<file path="config.mk">
export PLATFORM = sky130hd
export DESIGN_NAME = qdrc_cmd_sched
export DESIGN_NICKNAME = d
export VERILOG_FILES = /design/src/rtl/qdrc_sched_pkg.sv /design/src/rtl/qdrc_sync_fifo.sv /design/src/rtl/qdrc_cmd_sched.sv
export SDC_FILE = /design/constraint.sdc
export NUM_CORES = 2
export LEC_CHECK = 0
export BUFFER_PORTS_ARGS = -buffer_cell sky130_fd_sc_hd__clkbuf_2
export CORE_UTILIZATION = 58
export DETAILED_ROUTE_END_ITERATION = 6
export PLACE_DENSITY = 0.77
export SLEW_MARGIN = 10
export SYNTH_ARGS = -nofsm -noshare
export SYNTH_HDL_FRONTEND = slang
export SYNTH_HIERARCHICAL = 1
export SYNTH_SLANG_ARGS = --single-unit
</file>
<file path="constraint.sdc">
create_clock -name clk0 -period 8.98 [get_ports clk0]
set_input_delay 0.449 -clock clk0 [delete_from_list [all_inputs] [get_ports clk0]]
set_output_delay 0.449 -clock clk0 [all_outputs]
set_load 0.05 [all_outputs]
</file>
<file path="src/rtl/qdrc_sched_pkg.sv">
// Shared constants and record-width helpers for the QDR command scheduler.
package qdrc_sched_pkg;

  localparam logic GNT_WR = 1'b0;
  localparam logic GNT_RD = 1'b1;

  localparam int unsigned QDR_LATENCY = 10;

  localparam int unsigned DEF_DATA_WIDTH = 36;
  localparam int unsigned DEF_ADDR_WIDTH = 21;
  localparam int unsigned DEF_TAG_WIDTH  = 4;

  // Record widths: write request {addr,data}, read request {addr,tag}, response {tag,data}
  function automatic int unsigned wr_req_w(input int unsigned aw, input int unsigned dw);
    return aw + 2 * dw;
  endfunction

  function automatic int unsigned rd_req_w(input int unsigned aw, input int unsigned tw);
    return aw + tw;
  endfunction

  function automatic int unsigned rsp_w(input int unsigned tw, input int unsigned dw);
    return tw + 2 * dw;
  endfunction

  localparam int unsigned WR_REQ_W = wr_req_w(DEF_ADDR_WIDTH, DEF_DATA_WIDTH);
  localparam int unsigned RD_REQ_W = rd_req_w(DEF_ADDR_WIDTH, DEF_TAG_WIDTH);
  localparam int unsigned RSP_W    = rsp_w(DEF_TAG_WIDTH, DEF_DATA_WIDTH);

endpackage

</file>
<file path="src/rtl/qdrc_sync_fifo.sv">
// Synchronous FIFO with first-word-fall-through head and registered storage.
module qdrc_sync_fifo #(
  parameter int unsigned WIDTH = 8,
  parameter int unsigned DEPTH = 8
) (
  input  logic             clk,
  input  logic             rst_n,
  input  logic             push,
  input  logic [WIDTH-1:0] push_data,
  input  logic             pop,
  output logic [WIDTH-1:0] head_c,
  output logic             full_c,
  output logic             empty_c
);

  localparam int unsigned PTR_W = $clog2(DEPTH);

  logic [PTR_W:0]   wr_ptr_q, wr_ptr_d;
  logic [PTR_W:0]   rd_ptr_q, rd_ptr_d;
  logic [WIDTH-1:0] mem_q [DEPTH];
  logic [WIDTH-1:0] mem_d [DEPTH];
  logic             push_ok;
  logic             pop_ok;

  // Extra pointer MSB distinguishes full from empty when indices match
  assign empty_c = (wr_ptr_q == rd_ptr_q);
  assign full_c  = (wr_ptr_q[PTR_W] != rd_ptr_q[PTR_W]) &&
                   (wr_ptr_q[PTR_W-1:0] == rd_ptr_q[PTR_W-1:0]);
  assign head_c  = mem_q[rd_ptr_q[PTR_W-1:0]];

  assign push_ok = push && !full_c;
  assign pop_ok  = pop && !empty_c;

  always_comb begin
    mem_d    = mem_q;
    wr_ptr_d = wr_ptr_q;
    rd_ptr_d = rd_ptr_q;
    if (push_ok) begin
      mem_d[wr_ptr_q[PTR_W-1:0]] = push_data;
      wr_ptr_d = wr_ptr_q + (PTR_W+1)'(1);
    end
    if (pop_ok) begin
      rd_ptr_d = rd_ptr_q + (PTR_W+1)'(1);
    end
  end

  always_ff @(posedge clk or negedge rst_n) begin
    if (!rst_n) begin
      wr_ptr_q <= '0;
      rd_ptr_q <= '0;
      for (int i = 0; i < int'(DEPTH); i++) begin
        mem_q[i] <= '0;
      end
    end else begin
      wr_ptr_q <= wr_ptr_d;
      rd_ptr_q <= rd_ptr_d;
      mem_q    <= mem_d;
    end
  end

endmodule

</file>
<file path="src/rtl/qdrc_cmd_sched.sv">
// Buffers user write/read requests, arbitrates them onto the shared-address
// QDR strobe interface and returns tagged read data.
module qdrc_cmd_sched
  import qdrc_sched_pkg::*;
#(
  parameter int unsigned DATA_WIDTH      = 36,
  parameter int unsigned ADDR_WIDTH      = 21,
  parameter int unsigned TAG_WIDTH       = 4,
  parameter int unsigned FIFO_DEPTH      = 8,
  parameter int unsigned MAX_OUTSTANDING = 16
) (
  input  logic                    clk0,
  input  logic                    reset_n,
  input  logic                    phy_rdy,
  input  logic                    wr_valid,
  output logic                    wr_ready,
  input  logic [ADDR_WIDTH-1:0]   wr_addr,
  input  logic [2*DATA_WIDTH-1:0] wr_data,
  input  logic                    rd_valid,
  output logic                    rd_ready,
  input  logic [ADDR_WIDTH-1:0]   rd_addr,
  input  logic [TAG_WIDTH-1:0]    rd_tag,
  output logic                    rsp_valid,
  output logic [TAG_WIDTH-1:0]    rsp_tag,
  output logic [2*DATA_WIDTH-1:0] rsp_data,
  output logic                    rsp_err,
  output logic                    usr_wr_strb,
  output logic                    usr_rd_strb,
  output logic [ADDR_WIDTH-1:0]   usr_addr,
  output logic [2*DATA_WIDTH-1:0] usr_wr_data,
  input  logic [2*DATA_WIDTH-1:0] usr_rd_data,
  input  logic                    usr_rd_dvld
);

  localparam int unsigned UW    = 2 * DATA_WIDTH;
  localparam int unsigned WR_W  = wr_req_w(ADDR_WIDTH, DATA_WIDTH);
  localparam int unsigned RD_W  = rd_req_w(ADDR_WIDTH, TAG_WIDTH);
  localparam int unsigned CNT_W = $clog2(MAX_OUTSTANDING) + 1;

  logic [WR_W-1:0]      wr_head;
  logic [RD_W-1:0]      rd_head;
  logic [TAG_WIDTH-1:0] tag_head;
  logic                 wr_full, wr_empty;
  logic                 rd_full, rd_empty;
  logic                 tag_full, tag_empty;
  logic                 wr_elig, rd_elig;
  logic                 gnt_wr, gnt_rd;
  logic                 ret_ok;

  logic                  last_grant_q, last_grant_d;
  logic [CNT_W-1:0]      outstanding_q, outstanding_d;
  logic                  usr_wr_strb_q, usr_wr_strb_d;
  logic                  usr_rd_strb_q, usr_rd_strb_d;
  logic [ADDR_WIDTH-1:0] usr_addr_q, usr_addr_d;
  logic [UW-1:0]         usr_wr_data_q, usr_wr_data_d;
  logic                  rsp_valid_q, rsp_valid_d;
  logic [TAG_WIDTH-1:0]  rsp_tag_q, rsp_tag_d;
  logic [UW-1:0]         rsp_data_q, rsp_data_d;
  logic                  rsp_err_q, rsp_err_d;

  assign wr_ready = !wr_full;
  assign rd_ready = !rd_full;

  qdrc_sync_fifo #(.WIDTH(WR_W), .DEPTH(FIFO_DEPTH)) u_wr_fifo (
    .clk       (clk0),
    .rst_n     (reset_n),
    .push      (wr_valid && wr_ready),
    .push_data ({wr_addr, wr_data}),
    .pop       (gnt_wr),
    .head_c    (wr_head),
    .full_c    (wr_full),
    .empty_c   (wr_empty)
  );

  qdrc_sync_fifo #(.WIDTH(RD_W), .DEPTH(FIFO_DEPTH)) u_rd_fifo (
    .clk       (clk0),
    .rst_n     (reset_n),
    .push      (rd_valid && rd_ready),
    .push_data ({rd_addr, rd_tag}),
    .pop       (gnt_rd),
    .head_c    (rd_head),
    .full_c    (rd_full),
    .empty_c   (rd_empty)
  );

  qdrc_sync_fifo #(.WIDTH(TAG_WIDTH), .DEPTH(MAX_OUTSTANDING)) u_tag_fifo (
    .clk       (clk0),
    .rst_n     (reset_n),
    .push      (gnt_rd),
    .push_data (rd_head[TAG_WIDTH-1:0]),
    .pop       (usr_rd_dvld),
    .head_c    (tag_head),
    .full_c    (tag_full),
    .empty_c   (tag_empty)
  );

  // Eligibility uses the outstanding count registered at the start of the cycle
  assign wr_elig = !wr_empty && phy_rdy;
  assign rd_elig = !rd_empty && phy_rdy && !tag_full &&
                   (outstanding_q < CNT_W'(MAX_OUTSTANDING));
  assign ret_ok  = usr_rd_dvld && !tag_empty;

  always_comb begin
    gnt_wr = 1'b0;
    gnt_rd = 1'b0;
    if (wr_elig && rd_elig) begin
      if (last_grant_q == GNT_RD) gnt_wr = 1'b1;
      else                        gnt_rd = 1'b1;
    end else if (wr_elig) begin
      gnt_wr = 1'b1;
    end else if (rd_elig) begin
      gnt_rd = 1'b1;
    end
  end

  always_comb begin
    last_grant_d  = last_grant_q;
    outstanding_d = outstanding_q;
    usr_wr_strb_d = gnt_wr;
    usr_rd_strb_d = gnt_rd;
    usr_addr_d    = usr_addr_q;
    usr_wr_data_d = usr_wr_data_q;
    rsp_valid_d   = ret_ok;
    rsp_tag_d     = rsp_tag_q;
    rsp_data_d    = rsp_data_q;
    rsp_err_d     = rsp_err_q || (usr_rd_dvld && tag_empty);

    if (gnt_wr) begin
      usr_addr_d    = wr_head[WR_W-1:UW];
      usr_wr_data_d = wr_head[UW-1:0];
      last_grant_d  = GNT_WR;
    end else if (gnt_rd) begin
      usr_addr_d    = rd_head[RD_W-1:TAG_WIDTH];
      last_grant_d  = GNT_RD;
    end

    // Simultaneous issue and return leave the count unchanged
    case ({gnt_rd, ret_ok})
      2'b10:   outstanding_d = outstanding_q + CNT_W'(1);
      2'b01:   outstanding_d = outstanding_q - CNT_W'(1);
      default: outstanding_d = outstanding_q;
    endcase

    if (ret_ok) begin
      rsp_tag_d  = tag_head;
      rsp_data_d = usr_rd_data;
    end
  end

  always_ff @(posedge clk0 or negedge reset_n) begin
    if (!reset_n) begin
      last_grant_q  <= GNT_RD;
      outstanding_q <= '0;
      usr_wr_strb_q <= 1'b0;
      usr_rd_strb_q <= 1'b0;
      usr_addr_q    <= '0;
      usr_wr_data_q <= '0;
      rsp_valid_q   <= 1'b0;
      rsp_tag_q     <= '0;
      rsp_data_q    <= '0;
      rsp_err_q     <= 1'b0;
    end else begin
      last_grant_q  <= last_grant_d;
      outstanding_q <= outstanding_d;
      usr_wr_strb_q <= usr_wr_strb_d;
      usr_rd_strb_q <= usr_rd_strb_d;
      usr_addr_q    <= usr_addr_d;
      usr_wr_data_q <= usr_wr_data_d;
      rsp_valid_q   <= rsp_valid_d;
      rsp_tag_q     <= rsp_tag_d;
      rsp_data_q    <= rsp_data_d;
      rsp_err_q     <= rsp_err_d;
    end
  end

  assign usr_wr_strb = usr_wr_strb_q;
  assign usr_rd_strb = usr_rd_strb_q;
  assign usr_addr    = usr_addr_q;
  assign usr_wr_data = usr_wr_data_q;
  assign rsp_valid   = rsp_valid_q;
  assign rsp_tag     = rsp_tag_q;
  assign rsp_data    = rsp_data_q;
  assign rsp_err     = rsp_err_q;

endmodule
</file>
==> metrics.cfg <==
[pwr]
power_uw = 25700
p_leak_uw = 0.0275
peakVddDrop_uv = 326
power.density_mw_per_mm2 = 414

[sta]
rsz0062_at_grt = false
finalHoldViolCount = 0
setup_tns_ps = 0
holdWs_ps = 53.8
slew_violations = 0
max_slew_margin_pct = 21.8
period_minus_slack_ps = 4550
worst_slack_ps = 4430
final.period_utilization_pct = 50.7
max_freq_mhz = 220
worst_pin_slew_ps = 1170
finClkSkew_ps = 30.4
finalSetupViolCount = 0

[floorplan]
ios = 371
initial_core_util_pct = 58.9
dieArea_mm2 = 0.0948
rows = 111
fp.dieW_um = 308
fp.dieH_um = 308
core_mm2 = 0.0922

[cts]
cts_tree = done
cts_buffers = 132
cts_resized = 0
clkLatencyLatePin_ps = 730
cts_max_level = 4
max-clock-path-buffers = 3
hold_buffers = 74
clkTransAtPathRegs_ps = 60
cts.sinks = 1213
root_buffer = clkbuf_16
cts_setup_buffers = 0

[place]
pre_cts_ws_ps = 4420
dp.final_hpwl_mm = 72.7
dpl.cell_count = 4663
place_congestion = 0.844
portBuffers = 370

[setup_path]
required_ps = 9570
critPathLaunchType = flip-flop
end_kind = flip-flop
crit_buf_inv = 2
critPathMaxStageDelay_ps = 1100
path_cells = xnor2_1 > nand4_2 > inv_2 > nor2b_1 > nor3b_1 > and3_4 > buf_4 > mux2_2
crit_arrival_ps = 5140
criticalPathCategory = flip-flop to flip-flop
r2r_cells = 8
crit_path_top_delay_cell = dfrtp_4
cp.depth = 8
worstPathMaxFanout = 65
cp_top_family = simple AND/OR/NAND/NOR gates

[detailed_routing]
dr.first_iter.drc_count = 1894
viasPerCell = 6.03
totalWireLength_mm = 123
wl_per_cell_um = 24.8
ant_nets = 0
vias = 30000
drcViolationCount = 0
drt-pass1-iter-count = 6

[final_layout]
area_delta_synth_final_pct = 14.5
layout.nets = 3837
most-common-layout-cells = dfrtp_1 (1206), mux2_2 (1105), clkbuf_2 (369)
layout_commonest_cell = dfrtp_1
layout.cells.non_filler = 4978
layout-drive-gt1-share_pct = 58.3

[synth]
synth_edf_count = 0
synth_ff_type = dfrtp_1
async_reset_ff_share_pct = 100
synth_adder_area_share_pct = 0.300
synth_top_area_cell = dfrtp_1
synth_area_mm2 = 0.0543
avgSynthCellArea_um2 = 16.8
synth_seq_cells = 1213
synth.area.mux_share_pct = 38.2
postSynthCellCount = 3231
synth.top_cell.area_share_pct = 55.9
yosys.area_share.xor_xnor_pct = 0.758
synth_top_family_by_area = multiplexers
synth_compound_area_share_pct = 1.56
seq_area_frac_synth_pct = 55.9
synth_cell_types = 65
yosys.area_share.simple_pct = 1.04
yosys_warnings = 6
syn_nets = 3440
ys_top_cells_by_area = dfrtp_1 (56%), mux2_2 (23%), mux4_2 (10%), mux2_4 (4.8%), buf_2 (0.90%)

[min_path]
hold_path_depth = 2
hp-class = primary input to flip-flop

[grt]
grt_max_degree = 211
antenna_found_initial = 21
grt_first_pass_wirelength_mm = 196
grt_usage_pct = 26.8
grt_pass1_vias = 33800
grt_overflow = 0

[job]
max_cap_viol_count = 0

[outcome]
status = completed

worst register-to-register path, cell delays in order, from the launching register on:
cell and delay [ps]:
dfrtp_4 1100, xnor2_1 190, nand4_2 220, inv_2 150
nor2b_1 350, nor3b_1 350, and3_4 810, buf_4 800
mux2_2 450
metal layers:
| metal | vias to the layer above | global-route usage [%] | share of wire (%) |
|---|---|---|---|
| met5 | - | 0 | 0.12 |
| met4 | 26 | 9.88 | 3.0 |
| met1 | 16100 | 34.8 | 41 |
| met3 | 243 | 5.46 | 5.2 |
| met2 | 741 | 44.7 | 51 |
| li1 | 12900 | - | - |
final cells by class:
cell class,count,area [um^2]
clock inverter,33,447
sequential,1213,30400
antenna,9,22.5
timing repair buffer,482,2980
inverter,11,43.8
multi-input combinational,1788,22800
fill,6119,30100
tap,1243,1560
clock buffer,199,3940
kinds of logic after synthesis:
kind of cell / after synthesis
buf+inv: 230
fa+ha+maj: 13
simple gates: 91
xor+xnor: 44
mux: 1541
compound gates: 99
flops: 1213
path summary, 6_finish.rpt:
kind / slack [ps] / start / end
worst max-delay path: 4430 / u_wr_fifo/rd_ptr_q[1] / u_wr_fifo/mem_q[507]
worst min-delay path: 50 / wr_addr[19] / u_wr_fifo/mem_q[649]
worst max register to register: 4430 / u_wr_fifo/rd_ptr_q[1] / u_wr_fifo/mem_q[507]
worst min register to register: 470 / rsp_err / rsp_err
max in group asynchronous: 6130 / reset_n / rsp_data[20]
min in group asynchronous: 400 / reset_n / u_wr_fifo/mem_q[232]
sequential cells by signal (all words and copies together), names as in the netlist, 5 cells and up:
name,cells
u_tag_fifo/wr_ptr_q,5
rsp_data,72
usr_addr,21
u_tag_fifo/mem_q,64
usr_wr_data,72
u_rd_fifo/mem_q,200
outstanding_q,5
u_wr_fifo/mem_q,744
u_tag_fifo/rd_ptr_q,5
metrics by stage:
step	instance area [um^2]	utilization [%]
2_1_floorplan	54300	-
3_3_place_gp	57000	61.8
3_5_place_dp	57000	61.8
4_1_cts	62100	67.4
5_1_grt	62100	67.4
6_report	62200	67.4
cells in the mapped netlist (all sizes together), types with 2 or more instances:
cell type     n
a221oi        4
buf         154
mux2i        16
nand4         8
ha           13
nand3        14
clkbuf       65
or4           3
o41ai         2
o211ai        8
nor2b         9
nand3b        2
nor4bb        2
xor2         20
a21o         23
dfrtp      1212
mux2       1281
nand4b        2
and3          4
a22o         21
nor4          2
xnor2        24
a22oi         4
o2111ai       5
nor2         12
o21ai         8
nand2        14
mux4        244
or3           2
nor3b         5
inv          11
nor4b         2
nand2b        3
a21oi        17
nor3          3
report_power, final:
part           internal (uW)  leakage (uW)  switching, uW
sequential              8120        0.0147           1700
clock                   3260       0.00215           2150
combinational           5750        0.0107           4740
total                  17100        0.0275           8590
No activity file was read; power rests on OpenSTA's default activity.
